[config.mk]
export PLATFORM = sky130hd
export DESIGN_NAME = simon_sequencer_flat
export DESIGN_NICKNAME = d
export VERILOG_FILES = /design/src/rtl/simon_pkg.sv /design/src/rtl/simon_sequencer_if.sv /design/src/rtl/phase_timer.sv /design/src/rtl/simon_sequencer.sv /design/src/flat_wrapper.sv
export SDC_FILE = /design/constraint.sdc
export NUM_CORES = 1
export LEC_CHECK = 0
export ABC_CLOCK_PERIOD_IN_PS = 5670
export BUFFER_PORTS_ARGS = -buffer_cell sky130_fd_sc_hd__buf_2
export CORE_ASPECT_RATIO = 1.1
export CORE_MARGIN = 2
export CORE_UTILIZATION = 30
export DETAILED_ROUTE_END_ITERATION = 10
export PLACE_DENSITY = 0.51
export SYNTH_ARGS = -nofsm -noshare
export SYNTH_HDL_FRONTEND = slang
export SYNTH_HIERARCHICAL = 1
export SYNTH_SLANG_ARGS = --single-unit
export TNS_END_PERCENT = 10
[constraint.sdc]
create_clock -name clk -period 5.67 [get_ports clk]
set_input_delay 0.2835 -clock clk [delete_from_list [all_inputs] [get_ports clk]]
set_output_delay 0.2835 -clock clk [all_outputs]
set_load 0.01 [all_outputs]
[src/rtl/simon_pkg.sv]
// Shared types and colour helpers for the Simon Says round controller.
package simon_pkg;

    typedef enum logic [2:0] {
        IDLE,
        GAP,
        SHOW_ON,
        SHOW_OFF,
        WAIT_PRESS,
        WAIT_RELEASE,
        WIN,
        LOSE
    } state_t;

    typedef struct packed {
        logic       valid;
        logic [1:0] code;
    } colour_t;

    // Codes 4-7 are not colours; they decode as invalid and never light or match.
    function automatic colour_t decode_colour(input logic [2:0] raw);
        colour_t c;
        c.valid = ~raw[2];
        c.code  = raw[1:0];
        return c;
    endfunction

    function automatic logic [3:0] onehot4(input colour_t c);
        return c.valid ? (4'b0001 << c.code) : 4'b0000;
    endfunction

endpackage

[src/rtl/simon_sequencer_if.sv]
// Game-facing signal bundle: controls and sequence in, display and status out.
interface simon_sequencer_if #(
    parameter int MAX_ROUNDS = 32
);
    localparam int IDX_W = $clog2(MAX_ROUNDS);
    localparam int RND_W = $clog2(MAX_ROUNDS + 1);

    logic                         start;
    logic [MAX_ROUNDS-1:0][2:0]   seq;
    logic [3:0]                   player_input;
    logic [3:0]                   flash;
    logic                         flash_strobe;
    logic [IDX_W-1:0]             check_round;
    logic [RND_W-1:0]             round;
    logic                         busy;
    logic                         win;
    logic                         lose;

    modport master (
        output start, seq, player_input,
        input  flash, flash_strobe, check_round, round, busy, win, lose
    );

    modport slave (
        input  start, seq, player_input,
        output flash, flash_strobe, check_round, round, busy, win, lose
    );
endinterface

[src/rtl/phase_timer.sv]
// Loadable saturating down-counter; done is high while the count is zero.
module phase_timer #(
    parameter int WIDTH = 10
) (
    input  logic             clk,
    input  logic             reset,
    input  logic             load,
    input  logic [WIDTH-1:0] load_val,
    input  logic             en,
    output logic             done
);
    logic [WIDTH-1:0] count_q, count_d;

    // NOTE: every always_comb output gets a default first so no path infers a latch.
    always_comb begin
        count_d = count_q;
        if (load) begin
            count_d = load_val;
        end else if (en && count_q != '0) begin
            count_d = count_q - 1'b1;
        end
    end

    // NOTE: non-blocking so every flop updates from the values present before the edge.
    always_ff @(posedge clk) begin
        if (reset) begin
            count_q <= '0;
        end else begin
            count_q <= count_d;
        end
    end

    assign done = (count_q == '0);
endmodule

[src/rtl/simon_sequencer.sv]
// Simon Says round controller: plays back the first N colours, then checks the presses.
module simon_sequencer
    import simon_pkg::*;
#(
    parameter int ON_CYCLES      = 8,
    parameter int OFF_CYCLES     = 4,
    parameter int MAX_ROUNDS     = 32,
    parameter int TIMEOUT_CYCLES = 1024
) (
    input  logic              clk,
    input  logic              reset,
    simon_sequencer_if.slave  bus
);
    localparam int IDX_W    = $clog2(MAX_ROUNDS);
    localparam int RND_W    = $clog2(MAX_ROUNDS + 1);
    localparam int SHOW_MAX = (ON_CYCLES > OFF_CYCLES) ? ON_CYCLES : OFF_CYCLES;
    localparam int TMR_MAX  = (TIMEOUT_CYCLES > SHOW_MAX) ? TIMEOUT_CYCLES : SHOW_MAX;
    localparam int TMR_W    = (TMR_MAX > 1) ? $clog2(TMR_MAX) : 1;

    // Timer holds (duration - 1) on entry so a phase lasts exactly its duration.
    localparam logic [TMR_W-1:0] ON_LOAD    = TMR_W'(ON_CYCLES - 1);
    localparam logic [TMR_W-1:0] OFF_LOAD   = TMR_W'(OFF_CYCLES - 1);
    localparam logic [TMR_W-1:0] PRESS_LOAD = TMR_W'(TIMEOUT_CYCLES - 1);
    localparam logic [RND_W-1:0] LAST_ROUND = RND_W'(MAX_ROUNDS);

    state_t           state_q, state_d;
    logic [IDX_W-1:0] idx_q, idx_d;
    logic [RND_W-1:0] round_q, round_d;
    logic             strobe_q, strobe_d;

    logic             tmr_load, tmr_en, tmr_done;
    logic [TMR_W-1:0] tmr_val;
    logic [3:0]       expected;
    logic             idx_is_last;

    phase_timer #(.WIDTH(TMR_W)) u_timer (
        .clk      (clk),
        .reset    (reset),
        .load     (tmr_load),
        .load_val (tmr_val),
        .en       (tmr_en),
        .done     (tmr_done)
    );

    assign expected    = onehot4(decode_colour(bus.seq[idx_q]));
    assign idx_is_last = ((RND_W'(idx_q) + RND_W'(1)) == round_q);

    always_ff @(posedge clk) begin
        if (reset) begin
            state_q  <= IDLE;
            idx_q    <= '0;
            round_q  <= '0;
            strobe_q <= 1'b0;
        end else begin
            state_q  <= state_d;
            idx_q    <= idx_d;
            round_q  <= round_d;
            strobe_q <= strobe_d;
        end
    end

    always_comb begin
        state_d  = state_q;
        idx_d    = idx_q;
        round_d  = round_q;
        tmr_load = 1'b0;
        tmr_val  = '0;
        tmr_en   = (state_q inside {GAP, SHOW_ON, SHOW_OFF}) ||
                   (state_q == WAIT_PRESS && bus.player_input == 4'b0000);

        unique case (state_q)
            IDLE, WIN, LOSE: begin
                if (bus.start) begin
                    state_d  = GAP;
                    round_d  = RND_W'(1);
                    idx_d    = '0;
                    tmr_load = 1'b1;
                    tmr_val  = OFF_LOAD;
                end
            end
            GAP: begin
                if (tmr_done) begin
                    state_d  = SHOW_ON;
                    tmr_load = 1'b1;
                    tmr_val  = ON_LOAD;
                end
            end
            SHOW_ON: begin
                if (tmr_done) begin
                    state_d  = SHOW_OFF;
                    tmr_load = 1'b1;
                    tmr_val  = OFF_LOAD;
                end
            end
            SHOW_OFF: begin
                if (tmr_done) begin
                    tmr_load = 1'b1;
                    if (idx_is_last) begin
                        state_d = WAIT_PRESS;
                        idx_d   = '0;
                        tmr_val = PRESS_LOAD;
                    end else begin
                        state_d = SHOW_ON;
                        idx_d   = idx_q + 1'b1;
                        tmr_val = ON_LOAD;
                    end
                end
            end
            WAIT_PRESS: begin
                // An invalid entry expects 4'b0000, which no nonzero press can equal.
                if (bus.player_input != 4'b0000) begin
                    state_d = (bus.player_input == expected) ? WAIT_RELEASE : LOSE;
                end else if (tmr_done) begin
                    state_d = LOSE;
                end
            end
            WAIT_RELEASE: begin
                if (bus.player_input == 4'b0000) begin
                    if (!idx_is_last) begin
                        state_d  = WAIT_PRESS;
                        idx_d    = idx_q + 1'b1;
                        tmr_load = 1'b1;
                        tmr_val  = PRESS_LOAD;
                    end else if (round_q == LAST_ROUND) begin
                        state_d = WIN;
                    end else begin
                        state_d  = GAP;
                        round_d  = round_q + 1'b1;
                        idx_d    = '0;
                        tmr_load = 1'b1;
                        tmr_val  = OFF_LOAD;
                    end
                end
            end
            default: state_d = IDLE;
        endcase

        strobe_d = (state_d == SHOW_ON) && (state_q != SHOW_ON);
    end

    always_comb begin
        bus.flash        = (state_q == SHOW_ON) ? expected : 4'b0000;
        bus.flash_strobe = strobe_q;
        bus.check_round  = idx_q;
        bus.round        = round_q;
        bus.busy         = !(state_q inside {IDLE, WIN, LOSE});
        bus.win          = (state_q == WIN);
        bus.lose         = (state_q == LOSE);
    end
endmodule

[src/flat_wrapper.sv]
// flat-port wrapper written by rule: the top's interface ports become plain ports
module simon_sequencer_flat import simon_pkg::*;
#(
    parameter int ON_CYCLES      = 8,
    parameter int OFF_CYCLES     = 4,
    parameter int MAX_ROUNDS     = 32,
    parameter int TIMEOUT_CYCLES = 1024
)
  (clk, reset, bus_start, bus_seq, bus_player_input, bus_flash, bus_flash_strobe, bus_check_round, bus_round, bus_busy, bus_win, bus_lose);
  simon_sequencer_if #(.MAX_ROUNDS(MAX_ROUNDS)) bus_i ();
  input  logic clk;
  input  logic reset;
  input wire logic [$bits(bus_i.start)-1:0] bus_start;
  input wire logic [$bits(bus_i.seq)-1:0] bus_seq;
  input wire logic [$bits(bus_i.player_input)-1:0] bus_player_input;
  output wire logic [$bits(bus_i.flash)-1:0] bus_flash;
  output wire logic [$bits(bus_i.flash_strobe)-1:0] bus_flash_strobe;
  output wire logic [$bits(bus_i.check_round)-1:0] bus_check_round;
  output wire logic [$bits(bus_i.round)-1:0] bus_round;
  output wire logic [$bits(bus_i.busy)-1:0] bus_busy;
  output wire logic [$bits(bus_i.win)-1:0] bus_win;
  output wire logic [$bits(bus_i.lose)-1:0] bus_lose;
  assign bus_i.start = bus_start;
  assign bus_i.seq = bus_seq;
  assign bus_i.player_input = bus_player_input;
  assign bus_flash = bus_i.flash;
  assign bus_flash_strobe = bus_i.flash_strobe;
  assign bus_check_round = bus_i.check_round;
  assign bus_round = bus_i.round;
  assign bus_busy = bus_i.busy;
  assign bus_win = bus_i.win;
  assign bus_lose = bus_i.lose;
  simon_sequencer #(.ON_CYCLES(ON_CYCLES), .OFF_CYCLES(OFF_CYCLES), .MAX_ROUNDS(MAX_ROUNDS), .TIMEOUT_CYCLES(TIMEOUT_CYCLES)) u_core (.clk(clk), .reset(reset), .bus(bus_i));
endmodule
==> metrics.cfg <==
[clock_network]
path_clk_slew_ns=0.09
clock-sinks=25
post_cts_buffers=0
hold_buffers=0
root_buffer=clkbuf_8
cts_resized=0
cts_buffer_depth=2
cts_buffers=3
clkLatencyLatePin_ns=0.27
cts_tree=done
cts-htree-levels=1

[timing]
layout_setup_ws_ns=2.24
worst_pin_slew_ns=0.997
timing.hold.ws_ns=0.438
setup_viol=0
fmax_ghz=0.292
hold_viol_final=0
final_max_slew_viol_count=0
period_minus_slack_ns=3.43
clock-skew-final_ns=0.00376
relSlewSlack_pct=33.5
finalCritPeriodShare_pct=60.5
rsz0062_at_grt=false
setup_tns_ns=0

[grt]
grt_pass1_wl_um=15000
grt_pass1_vias=3211
grt_max_degree=43
grt_use_total_pct=16.6
antenna_found_initial=0
grt_remaining_overflow=0

[worst_setup_path]
cp-end-kind=flop
required_ns=5.85
cp.arrival_ns=3.61
crit_path_max_fanout=18
path_class=reg -> reg
critPathLaunchType=flop

[synthesis]
syn_inst=368
synth_nets=476
yosysUniqueCellTypes=77
synthArstFlopShare_pct=0
syn_area_per_cell_um2=8.16
syn-cell-area_mm2=0.00300
synth-edff-count=0
synth-seq-cells=25
ys.flop_type=dfxtp_1
yosysSeqAreaShare_pct=16.7
synth_warnings=6

[detailed_routing]
drtAntennaViolNets=0
drt-total-wl_um=9150
wl_per_cell_um=15.5
via_count=3224
first_pass_iters=4
drt-vias-per-instance=5.47
drt_iter0_drc=150
drc=0

[floorplanning]
ios=122
start_util_pct=30.7
dieArea_mm2=0.0108
rows=38
coreArea_mm2=0.00979
die_w_um=99.4
die_h_um=109

[power]
leakage_nw=1.47
p_per_area_mw_per_mm2=146
power_uw=538
worst_ir_drop_vdd_v=0.0000708

[placement]
post-place-ws_ns=2.27
dpl.hpwl_um=7170
gp_congestion=0.835
place_inst=585
port_buffers=121

[cells_and_area]
final_cell_mix=buf_2 (121), nor2_1 (35), mux2i_1 (27), nand2_1 (25), dfxtp_1 (24)
multi_input_area_mm2=0.00230
fillCellCount=1025
syn_to_final_growth_pct=22.5
stdcell_count=589
finalNetCount=578
diodes=0
regArea_um2=502
final_common_cell=buf_2
layout-drive-gt1-share_pct=32.6

[job]
drv_cap=0

[min_path]
hp-class=in -> reg

[run_status]
status=finished, final reports clean

==> final timing paths <==
path / startpoint / end / slack (ns) / cells past startpoint
worst max-delay path: u_core/bus.check_round[1] / u_core/u_timer/count_q[5] / 2.24 / 10
worst min-delay path: bus_player_input[0] / u_core/state_q[1] / 0.44 / 3
worst max register to register: u_core/bus.check_round[1] / u_core/u_timer/count_q[5] / 2.24 / 10
worst min register to register: u_core/u_timer/count_q[1] / u_core/u_timer/count_q[1] / 0.55 / 2
==> synthesized netlist by cell type, types with 2 or more instances <==
master / number / area share, %
nand3b_1: 2 / 0.50
a221oi_1: 3 / 0.88
nand4_1: 3 / 0.63
nor2b_1: 11 / 2.3
and2_1: 2 / 0.42
a22oi_1: 12 / 3.0
nor4b_1: 3 / 0.88
mux2i_1: 27 / 9.0
o31ai_1: 2 / 0.50
a211oi_1: 6 / 1.5
o31a_1: 2 / 0.58
o2111ai_1: 2 / 0.58
a22o_1: 2 / 0.58
mux4_2: 6 / 4.5
nor2_1: 35 / 4.4
or4_1: 4 / 1.0
nor3_1: 16 / 2.7
nand2_1: 25 / 3.1
nand3_1: 16 / 2.7
nand2b_1: 4 / 0.83
a21o_1: 2 / 0.50
o22ai_1: 3 / 0.63
a31oi_1: 3 / 0.63
nor4_1: 2 / 0.42
ha_1: 5 / 2.1
a221o_1: 2 / 0.67
clkbuf_1: 14 / 1.7
xnor2_1: 5 / 1.5
dfxtp_1: 25 / 17
and3_1: 3 / 0.63
o21ai_1: 2 / 0.33
nor3b_1: 3 / 0.75
mux4_1: 8 / 7.0
o21a_1: 3 / 0.75
buf_2: 7 / 1.2
inv_1: 17 / 2.1
o31a_2: 2 / 0.67
o21ai_0: 14 / 2.3
buf_4: 3 / 0.75
or3_1: 6 / 1.3
a21oi_1: 20 / 3.3
==> cell type report <==
type                            instances  area share (%)
Timing Repair Buffer                  123            16.9
Multi-Input combinational cell        300            62.4
Sequential cell                        25            13.6
Tap cell                              120            4.08
Inverter                               17            1.73
Clock buffer                            3            1.12
Clock inverter                          1           0.136
==> critical path: stages (launching register included) <==
cell	delay, ns
dfxtp_1	0.80
ha_1	0.40
xnor2_1	0.11
xnor2_1	0.18
nor4b_2	0.29
o311a_4	0.35
a21oi_1	0.11
a221o_1	0.40
inv_1	0.35
nor2_1	0.11
a311oi_2	0.25
==> per-stage QoR <==
step / instance area (um2) / util [%]
2_1_floorplan: 3000 / -
3_3_place_gp: 3630 / 37.1
3_5_place_dp: 3630 / 37.1
4_1_cts: 3680 / 37.6
5_1_grt: 3680 / 37.6
6_report: 3680 / 37.6
==> per-layer routing <==
metal,vias up,routed length (um),track usage [%]
li1,1610,-,-
met3,6,412,1.67
met1,1525,3870,20.2
met4,0,92,4.01
met2,83,4770,31.1
met5,-,0,0
==> flip-flops by register name, indices dropped and copies added (netlist names) <==
signal and cells:
u_core/bus.round 6, u_core/bus.flash_strobe 1, u_core/state_q 3, u_core/u_timer/count_q 10, u_core/bus.check_round 5
==> cell families (layout without fill, tap and decap cells) <==
logic type               after synthesis  count (layout)  synth area share (%)
multiplexers                          42              42                  20.9
buffers and inverters                 43             144                  6.83
adder cells (fa/ha/maj)                5               5                  2.08
XOR/XNOR                               7               7                  2.29
AO/OA/AOI/OAI                         96              96                  23.8
flip-flops                            25              25                  16.7
AND/OR/NAND/NOR                      150             150                  27.5
==> report_power, final <==
group,switching [mW],leakage [nW],total [mW],internal (mW)
sequential,0.0227,0.204,0.213,0.190
clock,0.0601,0.0255,0.109,0.0492
combinational,0.109,1.24,0.216,0.107
(Power assumes the default switching activity.)
